$ cat src/rtl/lsu_pkg.sv
// Shared definitions for the load/store unit: RV32I funct3 codes and FSM states.
package lsu_pkg;

  localparam logic [2:0] F3_B  = 3'b000;
  localparam logic [2:0] F3_H  = 3'b001;
  localparam logic [2:0] F3_W  = 3'b010;
  localparam logic [2:0] F3_BU = 3'b100;
  localparam logic [2:0] F3_HU = 3'b101;

  typedef enum logic [2:0] {
    S_IDLE   = 3'd0,
    S_LOAD   = 3'd1,
    S_RMW_RD = 3'd2,
    S_WR     = 3'd3,
    S_DONE   = 3'd4
  } lsu_state_e;

endpackage

$ cat src/rtl/lsu_align.sv
// Lane logic shared by the load and read-modify-write paths: picks the byte or
// half addressed by a out of a memory word and extends it, and merges store
// data into that lane of the word for the write-back.
module lsu_align import lsu_pkg::*; (
  input  logic [31:0] rdata,
  input  logic [1:0]  a,
  input  logic [2:0]  funct3,
  input  logic [31:0] wdata,
  output logic [31:0] load_ext,
  output logic [31:0] store_merged
);

  logic [7:0]  w_byte;
  logic [15:0] w_half;

  // Lane extraction, load extension and store merge for the addressed lane.
  always_comb begin
    w_byte       = rdata[{a, 3'b000} +: 8];
    w_half       = rdata[{a[1], 4'b0000} +: 16];
    load_ext     = 32'h0000_0000;
    store_merged = rdata;
    case (funct3)
      F3_B: begin
        load_ext                          = {{24{w_byte[7]}}, w_byte};
        store_merged[{a, 3'b000} +: 8]    = wdata[7:0];
      end
      F3_H: begin
        load_ext                          = {{16{w_half[15]}}, w_half};
        store_merged[{a[1], 4'b0000} +: 16] = wdata[15:0];
      end
      F3_W: begin
        load_ext     = rdata;
        store_merged = wdata;
      end
      F3_BU: begin
        load_ext = {24'h00_0000, w_byte};
      end
      F3_HU: begin
        load_ext = {16'h0000, w_half};
      end
      default: begin
        load_ext     = 32'h0000_0000;
        store_merged = rdata;
      end
    endcase
  end

endmodule

$ cat src/rtl/load_store_unit.sv
// Load/store unit between the execute stage and a word-only data memory.
// Sub-word stores become read-modify-write; loads are lane-extracted and
// extended. Misaligned, out-of-window or illegal requests are answered with
// an error and never touch memory.
module load_store_unit import lsu_pkg::*; #(
  parameter int              AW   = 32,
  parameter logic [AW-1:0]   BASE = AW'(32'h0000_1000),
  parameter int unsigned     SIZE = 32'd1024
) (
  input  logic          clk,
  input  logic          rst_n,
  input  logic          req_valid,
  output logic          req_ready,
  input  logic          req_we,
  input  logic [2:0]    req_funct3,
  input  logic [AW-1:0] req_addr,
  input  logic [31:0]   req_wdata,
  output logic          resp_valid,
  input  logic          resp_ready,
  output logic [31:0]   resp_rdata,
  output logic          resp_err,
  output logic [AW-1:0] mem_address,
  output logic          mem_read,
  output logic          mem_write,
  output logic [31:0]   mem_wdata,
  input  logic [31:0]   mem_rdata
);

  // One extra bit so BASE+SIZE cannot wrap at the top of the address space.
  localparam logic [AW:0] WIN_LO = {1'b0, BASE};
  localparam logic [AW:0] WIN_HI = WIN_LO + (AW+1)'(SIZE);

  lsu_state_e    r_state;
  logic          r_req_ready;
  logic [2:0]    r_f3;
  logic [1:0]    r_lane;
  logic [31:0]   r_wdata;
  logic          r_resp_valid;
  logic          r_resp_err;
  logic [31:0]   r_resp_rdata;
  logic [AW-1:0] r_mem_address;
  logic          r_mem_read;
  logic          r_mem_write;
  logic [31:0]   r_mem_wdata;

  logic          w_in_window;
  logic          w_err;
  logic [31:0]   w_load_ext;
  logic [31:0]   w_store_merged;

  // Request legality: funct3 vs direction, natural alignment and data window.
  always_comb begin
    w_in_window = ({1'b0, req_addr} >= WIN_LO) && ({1'b0, req_addr} < WIN_HI);
    w_err       = 1'b1;
    case (req_funct3)
      F3_B:    w_err = 1'b0;
      F3_H:    w_err = req_addr[0];
      F3_W:    w_err = |req_addr[1:0];
      F3_BU:   w_err = req_we;
      F3_HU:   w_err = req_we | req_addr[0];
      default: w_err = 1'b1;
    endcase
    if (!w_in_window) begin
      w_err = 1'b1;
    end else begin
      w_err = w_err;
    end
  end

  lsu_align u_align (
    .rdata        (mem_rdata),
    .a            (r_lane),
    .funct3       (r_f3),
    .wdata        (r_wdata),
    .load_ext     (w_load_ext),
    .store_merged (w_store_merged)
  );

  // Control FSM; every output is a register updated together with the state.
  always_ff @(posedge clk or negedge rst_n) begin
    if (!rst_n) begin
      r_state       <= S_IDLE;
      r_req_ready   <= 1'b1;
      r_f3          <= 3'b000;
      r_lane        <= 2'b00;
      r_wdata       <= 32'h0000_0000;
      r_resp_valid  <= 1'b0;
      r_resp_err    <= 1'b0;
      r_resp_rdata  <= 32'h0000_0000;
      r_mem_address <= '0;
      r_mem_read    <= 1'b0;
      r_mem_write   <= 1'b0;
      r_mem_wdata   <= 32'h0000_0000;
    end else begin
      case (r_state)
        S_IDLE: begin
          if (req_valid) begin
            r_f3         <= req_funct3;
            r_lane       <= req_addr[1:0];
            r_wdata      <= req_wdata;
            r_resp_rdata <= 32'h0000_0000;
            r_req_ready  <= 1'b0;
            if (w_err) begin
              r_state      <= S_DONE;
              r_resp_valid <= 1'b1;
              r_resp_err   <= 1'b1;
            end else begin
              r_mem_address <= {req_addr[AW-1:2], 2'b00};
              if (!req_we) begin
                r_state    <= S_LOAD;
                r_mem_read <= 1'b1;
              end else if (req_funct3 == F3_W) begin
                r_state     <= S_WR;
                r_mem_write <= 1'b1;
                r_mem_wdata <= req_wdata;
              end else begin
                r_state    <= S_RMW_RD;
                r_mem_read <= 1'b1;
              end
            end
          end
        end
        S_LOAD: begin
          r_resp_rdata <= w_load_ext;
          r_mem_read   <= 1'b0;
          r_resp_valid <= 1'b1;
          r_state      <= S_DONE;
        end
        S_RMW_RD: begin
          r_mem_wdata <= w_store_merged;
          r_mem_read  <= 1'b0;
          r_mem_write <= 1'b1;
          r_state     <= S_WR;
        end
        S_WR: begin
          r_mem_write  <= 1'b0;
          r_resp_valid <= 1'b1;
          r_state      <= S_DONE;
        end
        S_DONE: begin
          if (resp_ready) begin
            r_resp_valid <= 1'b0;
            r_resp_err   <= 1'b0;
            r_resp_rdata <= 32'h0000_0000;
            r_req_ready  <= 1'b1;
            r_state      <= S_IDLE;
          end
        end
        default: begin
          r_resp_valid <= 1'b0;
          r_resp_err   <= 1'b0;
          r_mem_read   <= 1'b0;
          r_mem_write  <= 1'b0;
          r_req_ready  <= 1'b1;
          r_state      <= S_IDLE;
        end
      endcase
    end
  end

  assign req_ready   = r_req_ready;
  assign resp_valid  = r_resp_valid;
  assign resp_err    = r_resp_err;
  assign resp_rdata  = r_resp_rdata;
  assign mem_address = r_mem_address;
  assign mem_read    = r_mem_read;
  assign mem_write   = r_mem_write;
  assign mem_wdata   = r_mem_wdata;

endmodule
$ cat config.mk
export PLATFORM = sky130hd
export DESIGN_NAME = load_store_unit
export DESIGN_NICKNAME = d
export VERILOG_FILES = /design/src/rtl/lsu_pkg.sv /design/src/rtl/lsu_align.sv /design/src/rtl/load_store_unit.sv
export SDC_FILE = /design/constraint.sdc
export NUM_CORES = 1
export LEC_CHECK = 0
export ABC_CLOCK_PERIOD_IN_PS = 3700
export CORE_ASPECT_RATIO = 1.75
export CORE_MARGIN = 4
export CORE_UTILIZATION = 50
export CTS_CLUSTER_SIZE = 10
export DETAILED_ROUTE_END_ITERATION = 6
export PLACE_DENSITY = 0.91
export SLEW_MARGIN = 20
export SYNTH_ARGS = -nofsm -noshare
export SYNTH_HDL_FRONTEND = slang
export SYNTH_HIERARCHICAL = 1
export SYNTH_SLANG_ARGS = --single-unit
$ cat constraint.sdc
create_clock -name clk -period 3.7 [get_ports clk]
set_input_delay 0.925 -clock clk [delete_from_list [all_inputs] [get_ports clk]]
set_output_delay 0.925 -clock clk [all_outputs]
set_load 0.005 [all_outputs]
==> results of run 1 <==
## per-layer routing
layer / global-route usage / vias up
met5: 0 / -
met4: 0.1609 / 0
met3: 0.05242 / 128
met2: 0.4700 / 511
met1: 0.3038 / 3450
li1: - / 3204
## placed cells by master (no fill, tap or decap), drive strengths merged, types with 4 or more instances in the layout
master	count
a221oi	20
and3	5
a21oi	18
a31o	8
nor4	4
a221o	7
ha	5
o21a	5
a211oi	10
clkinv	5
clkbuf	19
mux2	127
nand2b	7
nor3b	5
nor3	21
nand2	54
o21ai	11
o311ai	6
a22o	46
or2	4
nor2b	43
a22oi	19
nor2	43
o211ai	15
clkdlybuf4s50	201
buf	18
inv	16
mux2i	9
o22ai	16
a31oi	8
dfrtp	138
## synthesized netlist by cell type, drive strengths merged, types with 4 or more instances
master  instances  area [um^2]
o211ai         15        112.6
a22o           46        402.9
nor4            4        25.02
nor3b           5        52.55
inv            12        45.04
a31o            8        70.07
buf            42        324.1
nand2b          7        43.79
clkbuf         26        97.59
a31oi           8        50.05
o22ai          16        100.1
a221o           7        70.07
mux2i           9        90.09
a21oi          18        90.09
ha              5        62.56
mux2          127         1539
dfrtp         138         3453
a221oi         20        175.2
a22oi          19        142.6
o311ai          6        52.55
nor2b          43        269.0
or2             4        27.53
o21ai          11        55.05
nand2          54        202.7
and3            5        31.28
nor2           43        163.9
nor3           21        116.4
o21a            5        37.54
a211oi         10        80.07
## worst paths after layout
check | startpoint | endpoint | slack (ns) | depth (start not counted)
setup / recovery | r_lane[1] | mem_wdata[23] | 0.72 | 8
hold / removal | mem_address[12] | mem_address[12] | 0.48 | 1
setup reg to reg | r_lane[1] | mem_wdata[23] | 0.72 | 8
hold reg to reg | mem_address[12] | mem_address[12] | 0.48 | 1
max in group asynchronous | rst_n | mem_address[15] | 2.22 | 2
min in group asynchronous | rst_n | mem_wdata[31] | 0.60 | 1
## flip-flops by register name, summed over array words and instances (netlist names), 2 cells and up
name         count
resp_rdata      32
r_state          3
r_lane           2
mem_address     30
r_f3             3
mem_wdata       32
r_wdata         32
## final cells by class
type,count,area (um^2),share of cell area
well taps,189,236.5,0.02179
flip-flops and latches,139,3480,0.3207
clock buffers,18,429.2,0.03955
inverters,12,45.04,0.004151
clock inverters,14,188.9,0.01741
repair buffers,220,2173,0.2003
multi-input cells,545,4298,0.3961
## power groups by stage
stage / Combinational [mW] / Clock [mW] / Sequential [mW]
floorplan: 1.14 / 0 / 1.88
global route: 1.94 / 1.88 / 1.95
global placement: 1.73 / 0 / 1.94
detailed placement: 1.77 / 0 / 1.94
finish: 1.83 / 1.78 / 1.93
CTS: 1.79 / 1.81 / 1.92
## per-stage QoR
| step | utilization | setup slack [ns] | std cells | area, um^2 |
|---|---|---|---|---|
| 2_1_floorplan | - | 0.9424 | 764 | 8229 |
| 3_3_place_gp | 0.6379 | 0.5953 | 1105 | 10220 |
| 3_5_place_dp | 0.6383 | 0.5614 | 1105 | 10230 |
| 4_1_cts | 0.6768 | 0.8627 | 1137 | 10850 |
| 5_1_grt | 0.6770 | 0.6091 | 1137 | 10850 |
| 6_report | 0.6770 | 0.7164 | 1137 | 10850 |
## logic make-up (layout without fill, tap and decap cells)
group / Yosys count / count (layout) / share of synthesized area
compound gates: 205 / 205 / 0.1917
simple gates: 197 / 197 / 0.1225
flops: 139 / 139 / 0.4230
mux: 136 / 136 / 0.1981
buf+inv: 80 / 264 / 0.05674
fa+ha+maj: 5 / 5 / 0.007606
other cells: 1 / 2 / 0.0004559
==> flow_summary.html, run 1 <==
<table>
<tr><th>Metric</th><th>Value</th></tr>
<tr><th colspan="2">Power</th></tr>
<tr><td>Portion of total power attributed to the clock network</td><td>0.320</td></tr>
<tr><td>Design Power</td><td>approximately 5.5 mW</td></tr>
<tr><td>Share of total power in sequential cells</td><td>0.349</td></tr>
<tr><td>Portion of total power attributed to combinational logic</td><td>0.331</td></tr>
<tr><td>Power per cell area</td><td>510.7 nW/um^2</td></tr>
<tr><td>Sw frac</td><td>0.3313</td></tr>
<tr><td>Net Switching</td><td>between 1.5 and 2 mW</td></tr>
<tr><td>Leakage power summed over all cells</td><td>about 4.6 nW</td></tr>
<tr><td>Max IR drop VDD</td><td>around 0.32 mV</td></tr>
<tr><td>Internal Pwr Total</td><td>roughly 3.7 mW</td></tr>
<tr><th colspan="2">Synthesis</th></tr>
<tr><td>Post-synthesis instance area</td><td>just over 8000 um^2</td></tr>
<tr><td>Count of distinct cell types in the synthesized netlist</td><td>65</td></tr>
<tr><td>Cells after synthesis</td><td>roughly 760</td></tr>
<tr><td>Register bit total from synthesis</td><td>between 100 and 150</td></tr>
<tr><td>Average cell area after synthesis</td><td>10.78 um^2</td></tr>
<tr><td>Count of synthesis-stage warnings from yosys</td><td>6</td></tr>
<tr><td>Share of synthesized registers carrying an async set or reset</td><td>1.000</td></tr>
<tr><td>Post-synth EDFFs</td><td>0</td></tr>
<tr><td>Sequential area share after synthesis</td><td>0.4230</td></tr>
<tr><td>Most instantiated flip-flop cell in the synthesis netlist</td><td>dfrtp_1</td></tr>
<tr><th colspan="2">Cells and area</th></tr>
<tr><td>Diode insertion count for antenna repair</td><td>0</td></tr>
<tr><td>Syn-to-layout area delta</td><td>31.91%</td></tr>
<tr><td>Layout cells sized above 1</td><td>0.2015</td></tr>
<tr><td>Filler Cell Count</td><td>approximately 1100</td></tr>
<tr><td>Net count of the finished layout</td><td>about 1000</td></tr>
<tr><th colspan="2">Clock network</th></tr>
<tr><td>Post-CTS clock slew at the launch and capture registers of the worst setup and hold paths</td><td>0.07 ns</td></tr>
<tr><td>Total CTS buffers</td><td>17</td></tr>
<tr><td>Number of setup buffers added after CTS</td><td>0</td></tr>
<tr><td>CTS tree</td><td>built</td></tr>
<tr><td>Root buffer cell</td><td>clkbuf_16</td></tr>
<tr><td>Post-cts sizing count</td><td>0</td></tr>
<tr><td>Number of sinks handled by clock tree synthesis</td><td>~140</td></tr>
<tr><td>Clock insertion delay at the later pin of the skew report</td><td>0.42 ns</td></tr>
<tr><td>Clock Tree Buf Depth</td><td>2</td></tr>
<tr><td>Total of hold buffers inserted after clock tree synthesis</td><td>0</td></tr>
<tr><td>Number of levels in the clock H-tree</td><td>4</td></tr>
<tr><th colspan="2">Timing</th></tr>
<tr><td>Count of pins over their slew limit</td><td>0</td></tr>
<tr><td>Final critical path time including I/O delays and setup</td><td>approximately 3.0 ns</td></tr>
<tr><td>Final Cycle Share</td><td>0.8064</td></tr>
<tr><td>Total Neg Setup Slack</td><td>0 ns</td></tr>
<tr><td>Worst-Margin Slew</td><td>between 0.9 and 1 ns</td></tr>
<tr><td>RSZ-0062 raised after global routing</td><td>false</td></tr>
<tr><td>Achievable Freq</td><td>between 300 and 400 MHz</td></tr>
<tr><td>Max_slew headroom</td><td>0.3780</td></tr>
<tr><td>Total setup violations reported at the end of the flow</td><td>0</td></tr>
<tr><td>Setup Skew</td><td>between 0.01 and 0.015 ns</td></tr>
<tr><td>Tightest hold margin</td><td>between 0.4 and 0.5 ns</td></tr>
<tr><td>Final Hold Viols</td><td>0</td></tr>
<tr><th colspan="2">Die</th></tr>
<tr><td>Die ar.</td><td>about 19000 um^2</td></tr>
<tr><td># IOs</td><td>a little over 200</td></tr>
<tr><td>Row Count</td><td>61</td></tr>
<tr><td>Floorplan die width</td><td>around 100 um</td></tr>
<tr><td>Core region area</td><td>between 15000 and 20000 um^2</td></tr>
<tr><td>Die Span Y</td><td>around 180 um</td></tr>
<tr><td>Initial core utilization</td><td>0.5132</td></tr>
<tr><th colspan="2">Global route</th></tr>
<tr><td>Wire length of the first global-routing pass</td><td>about 40000 um</td></tr>
<tr><td>Number of antenna violations at the first check in global routing</td><td>0</td></tr>
<tr><td>GRT overflow</td><td>0</td></tr>
<tr><td>Largest net degree at the start of global routing</td><td>~120</td></tr>
<tr><td>All-Layer GR Usage</td><td>0.2695</td></tr>
<tr><td>Vias in the first global route</td><td>roughly 7500</td></tr>
<tr><th colspan="2">Worst setup path</th></tr>
<tr><td>Category of the critical setup timing path</td><td>flop to flop</td></tr>
<tr><td>CP Capture Type</td><td>flop</td></tr>
<tr><td>Family of cells with the greatest summed delay on the critical path</td><td>simple AND/OR/NAND/NOR gates</td></tr>
<tr><td>Count of buffer and inverter cells on the critical path</td><td>1</td></tr>
<tr><td>Crit-path max FO</td><td>14</td></tr>
<tr><td>Worst endpoint required time</td><td>just over 4 ns</td></tr>
<tr><td>Max stage delay cell, worst path</td><td>nor2b_1</td></tr>
<tr><td>Data arrival time at the worst-slack endpoint</td><td>3.34 ns</td></tr>
<tr><td>Worst stage delay on the critical path</td><td>0.62 ns</td></tr>
<tr><td>Crit-path cells</td><td>inv_1, ha_1, nor2b_1, and2_1, a311oi_1, o21ai_0, mux2_2, mux2_4</td></tr>
<tr><td>Kind of start point of the critical path</td><td>flop</td></tr>
<tr><th colspan="2">Min path</th></tr>
<tr><td>Hold Path Class</td><td>flop to flop</td></tr>
<tr><th colspan="2">Place</th></tr>
<tr><td>Detailed placement HPWL</td><td>about 18000 um</td></tr>
<tr><td>Final GP Congestion</td><td>between 0.9 and 1</td></tr>
<tr><td>Number of buffers inserted by port buffering</td><td>between 200 and 250</td></tr>
<tr><th colspan="2">Drt</th></tr>
<tr><td>Total via count after detailed routing</td><td>between 7000 and 8000</td></tr>
<tr><td>Residual DRC count</td><td>0</td></tr>
<tr><td>Routed length per instance</td><td>approximately 22 um</td></tr>
<tr><td>DR iter-0 viols</td><td>~800</td></tr>
<tr><td>Total length of routed met3 wires</td><td>2171 um</td></tr>
<tr><td>Top layer reached by signal wires</td><td>met4</td></tr>
<tr><td>Via count normalized by instance count</td><td>6.414</td></tr>
<tr><td>Drt first pass iters</td><td>7</td></tr>
<tr><td>Routed length on met1</td><td>8856 um</td></tr>
<tr><td>Met2 Wirelength</td><td>roughly 13000 um</td></tr>
<tr><td>Routed Wire Length</td><td>between 20000 and 30000 um</td></tr>
<tr><td>Count of antenna-violating nets left after detailed routing</td><td>0</td></tr>
<tr><th colspan="2">Flow run</th></tr>
<tr><td>Reported max-cap violation count</td><td>0</td></tr>
<tr><th colspan="2">Run status</th></tr>
<tr><td>Run status</td><td>complete, no violations</td></tr>
</table>
No activity file was read; power rests on OpenSTA's default activity.
==> run 2: changes to the inputs <==
- ABC_CLOCK_PERIOD_IN_PS: 3700 -> 3050
- clock period: 3.7 -> 3.05 ns (I/O delays scaled with it)
==> run 2 against run 1 <==
Sequential power is 23% higher; hold slack worse by 0.16 ns; die area did not move; clock power up 18%; combinational power rose by 25%; via count grew 2.9%; non-clock buffer count is 27 higher; cell area is 1.8% higher; global-route usage increased by 1.2 points; sequential share of layout area is 0.58 points lower; maximum frequency up 4.6%; critical path type unchanged.
==> flow_summary.html, run 2 (synthesis gave the netlist of run 1 again) <==
<table>
<tr><th>Metric</th><th>Value</th></tr>
<tr><th colspan="2">Min path</th></tr>
<tr><td>Hold Path Class</td><td>primary input to asynchronous set/reset pin</td></tr>
<tr><th colspan="2">Drt</th></tr>
<tr><td>Routed length per instance</td><td>22.95 um (+2.8%)</td></tr>
<tr><td>DR iter-0 viols</td><td>833 (+4.3%)</td></tr>
<tr><td>Count of antenna-violating nets left after detailed routing</td><td>0 (unchanged)</td></tr>
<tr><td>Residual DRC count</td><td>0 (unchanged)</td></tr>
<tr><td>Drt first pass iters</td><td>6 (-1)</td></tr>
<tr><td>Total via count after detailed routing</td><td>7506 (+2.9%)</td></tr>
<tr><td>Routed Wire Length</td><td>26690 um (+5.1%)</td></tr>
<tr><td>Via count normalized by instance count</td><td>6.454 (+0.62%)</td></tr>
<tr><th colspan="2">Worst setup path</th></tr>
<tr><td>Data arrival time at the worst-slack endpoint</td><td>3.22 ns (-0.12 ns)</td></tr>
<tr><td>Kind of start point of the critical path</td><td>flop</td></tr>
<tr><td>Max stage delay cell, worst path</td><td>nor2b_1</td></tr>
<tr><td>Crit-path max FO</td><td>10 (-4)</td></tr>
<tr><td>Worst endpoint required time</td><td>3.41 ns (-0.65 ns)</td></tr>
<tr><td>Category of the critical setup timing path</td><td>flop to flop</td></tr>
<tr><td>Worst stage delay on the critical path</td><td>0.61 ns (about the same)</td></tr>
<tr><td>Worst r2r src</td><td>r_lane[0]</td></tr>
<tr><td>CP Capture Type</td><td>flop</td></tr>
<tr><td>Endpoint of the most critical register-to-register path</td><td>mem_wdata[18]</td></tr>
<tr><td>Flop-to-flop setup slack</td><td>0.20 ns (-0.52 ns)</td></tr>
<tr><td>Number of cells on the worst reg-to-reg path</td><td>8 (unchanged)</td></tr>
<tr><td>Crit-path cells</td><td>inv_1, ha_1, nor2b_1, and2_1, a311oi_1, o21ai_0, mux2_2, mux2_4</td></tr>
<tr><th colspan="2">Cells and area</th></tr>
<tr><td>Diode insertion count for antenna repair</td><td>0 (unchanged)</td></tr>
<tr><td>Multi-input gate area</td><td>4293 um^2 (-0.12%)</td></tr>
<tr><td>Most common cell after layout, fill and taps aside</td><td>clkdlybuf4s50_1</td></tr>
<tr><td>Sequential cell area</td><td>3480 um^2 (unchanged)</td></tr>
<tr><td>Layout cells sized above 1</td><td>0.2238 (+0.02234)</td></tr>
<tr><td>Syn-to-layout area delta</td><td>34.33%</td></tr>
<tr><td>Top library cells by usage in the layout, fill and taps aside</td><td>clkdlybuf4s50_1, dfrtp_1, mux2_2</td></tr>
<tr><td>Net count of the finished layout</td><td>1071 (+2.6%)</td></tr>
<tr><td>Filler Cell Count</td><td>1134 (unchanged)</td></tr>
<tr><td>Final standard cell count with taps included and fillers excluded</td><td>1163 (+2.3%)</td></tr>
<tr><th colspan="2">Die</th></tr>
<tr><td>Row Count</td><td>61 (unchanged)</td></tr>
<tr><td>Die ar.</td><td>18650 um^2 (unchanged)</td></tr>
<tr><td>Initial core utilization</td><td>0.5132 (unchanged)</td></tr>
<tr><td>Core region area</td><td>16030 um^2 (unchanged)</td></tr>
<tr><td>Die Span Y</td><td>177.7 um (unchanged)</td></tr>
<tr><td>Floorplan die width</td><td>105.0 um (unchanged)</td></tr>
<tr><td># IOs</td><td>205 (unchanged)</td></tr>
<tr><th colspan="2">Timing</th></tr>
<tr><td>Max_slew headroom</td><td>0.5212 (+0.1433)</td></tr>
<tr><td>Total Neg Setup Slack</td><td>0 ns (unchanged)</td></tr>
<tr><td>Count of pins over their slew limit</td><td>0 (unchanged)</td></tr>
<tr><td>Final Hold Viols</td><td>0 (unchanged)</td></tr>
<tr><td>Final Cycle Share</td><td>0.9348 (+0.1284)</td></tr>
<tr><td>Final critical path time including I/O delays and setup</td><td>2.851 ns (-0.1326 ns)</td></tr>
<tr><td>Tightest hold margin</td><td>0.3192 ns (-0.1578 ns)</td></tr>
<tr><td>RSZ-0062 raised after global routing</td><td>false</td></tr>
<tr><td>Total setup violations reported at the end of the flow</td><td>0 (unchanged)</td></tr>
<tr><td>Setup Skew</td><td>0.008293 ns (-0.001998 ns)</td></tr>
<tr><td>Worst-Margin Slew</td><td>0.7167 ns (-0.2144 ns)</td></tr>
<tr><td>Achievable Freq</td><td>350.7 MHz (+4.6%)</td></tr>
<tr><th colspan="2">Clock network</th></tr>
<tr><td>Post-cts sizing count</td><td>0 (unchanged)</td></tr>
<tr><td>Number of sinks handled by clock tree synthesis</td><td>139 (unchanged)</td></tr>
<tr><td>Total CTS buffers</td><td>17 (unchanged)</td></tr>
<tr><td>Number of levels in the clock H-tree</td><td>4 (unchanged)</td></tr>
<tr><td>Root buffer cell</td><td>clkbuf_16</td></tr>
<tr><td>Post-CTS clock slew at the launch and capture registers of the worst setup and hold paths</td><td>0.06 ns (about the same)</td></tr>
<tr><td>Total of hold buffers inserted after clock tree synthesis</td><td>0 (unchanged)</td></tr>
<tr><td>Number of setup buffers added after CTS</td><td>0 (unchanged)</td></tr>
<tr><td>Clock insertion delay at the later pin of the skew report</td><td>0.42 ns (about the same)</td></tr>
<tr><td>CTS tree</td><td>built</td></tr>
<tr><td>Clock Tree Buf Depth</td><td>2 (unchanged)</td></tr>
<tr><th colspan="2">Power</th></tr>
<tr><td>Leakage power summed over all cells</td><td>4.742 nW (+2.7%)</td></tr>
<tr><td>Max IR drop VDD</td><td>0.4528 mV (+41%)</td></tr>
<tr><td>Design Power</td><td>6.755 mW (+22%)</td></tr>
<tr><td>Power per cell area</td><td>611.3 nW/um^2 (+20%)</td></tr>
<tr><th colspan="2">Global route</th></tr>
<tr><td>All-Layer GR Usage</td><td>0.2816 (+0.01211)</td></tr>
<tr><td>Wire length of the first global-routing pass</td><td>41130 um (+3.5%)</td></tr>
<tr><td>Largest net degree at the start of global routing</td><td>67 (-42%)</td></tr>
<tr><td>Number of antenna violations at the first check in global routing</td><td>0 (unchanged)</td></tr>
<tr><td>Vias in the first global route</td><td>7604 (+1.5%)</td></tr>
<tr><td>GRT overflow</td><td>0 (unchanged)</td></tr>
<tr><th colspan="2">Place</th></tr>
<tr><td>Final GP Congestion</td><td>1.002 (+8.4%)</td></tr>
<tr><td>Inst Count DP</td><td>1132 (+2.4%)</td></tr>
<tr><td>Detailed placement HPWL</td><td>19490 um (+6.5%)</td></tr>
<tr><td>Number of buffers inserted by port buffering</td><td>202 (unchanged)</td></tr>
<tr><th colspan="2">Flow run</th></tr>
<tr><td>Reported max-cap violation count</td><td>0 (unchanged)</td></tr>
<tr><th colspan="2">Run status</th></tr>
<tr><td>Run status</td><td>complete, no violations</td></tr>
</table>
## run 2: cell types whose count changed in the layout (fill, tap and decap cells not counted)
cell	delta
buf_4	+25
clkinv_2	+3
buf_12	+2
clkinv_4	-2
inv_8	-2
buf_6	+1
clkbuf_1	-1
clkbuf_8	-1
clkinvlp_4	+1
nor2_2	+1
nor2_4	-1
## run 2: metrics by stage
step           instance area [um^2]  setup slack [ns]  utilization
6_report                      11050            0.1989       0.6894
5_1_grt                       11050           0.01640       0.6894
4_1_cts                       11050            0.3252       0.6894
3_5_place_dp                  10450           0.05555       0.6521
3_3_place_gp                  10450           0.07888       0.6521
2_1_floorplan                  8229            0.2924            -
## run 2: layer usage
metal | GRT usage | vias up | share of wire
met5 | 0 | - | 0
met4 | 0.1730 | 0 | 0.066
met3 | 0.05679 | 143 | 0.087
met2 | 0.4885 | 527 | 0.50
met1 | 0.3164 | 3576 | 0.34
li1 | - | 3260 | -
## run 2: cell type report
cell class                      instances  area share
Clock buffer                           17     0.03850
Clock inverter                         14     0.01551
Inverter                               12    0.004077
Multi-Input combinational cell        545      0.3885
Sequential cell                       139      0.3149
Tap cell                              189     0.02140
Timing Repair Buffer                  247      0.2171
## run 2: how the worst max path moves through the flow
stage / start / to / cells after the start
after floorplan: r_lane[1] / mem_wdata[18] / 12
after global placement: req_addr[1] / mem_wdata[1] / 7
after detailed placement: req_addr[1] / mem_wdata[1] / 7
after CTS: r_lane[0] / mem_wdata[23] / 8
after global routing: r_lane[1] / mem_wdata[18] / 8
final: r_lane[0] / mem_wdata[18] / 8
## run 2: worst max-delay path, delay by kind of cell, from the launching register on
kind            cells  cell delay (ns)
buf+inv             1             0.13
flops               1             0.35
mux                 2             0.37
compound gates      2             0.52
simple gates        2             1.01
fa+ha+maj           1             0.41
## run 2: power breakdown
part	leakage (nW)	internal [mW]	switching, mW
registers	1.80	2.09	0.279
clock network	0.285	1.28	0.818
logic	2.65	1.15	1.13
total	4.74	4.52	2.23
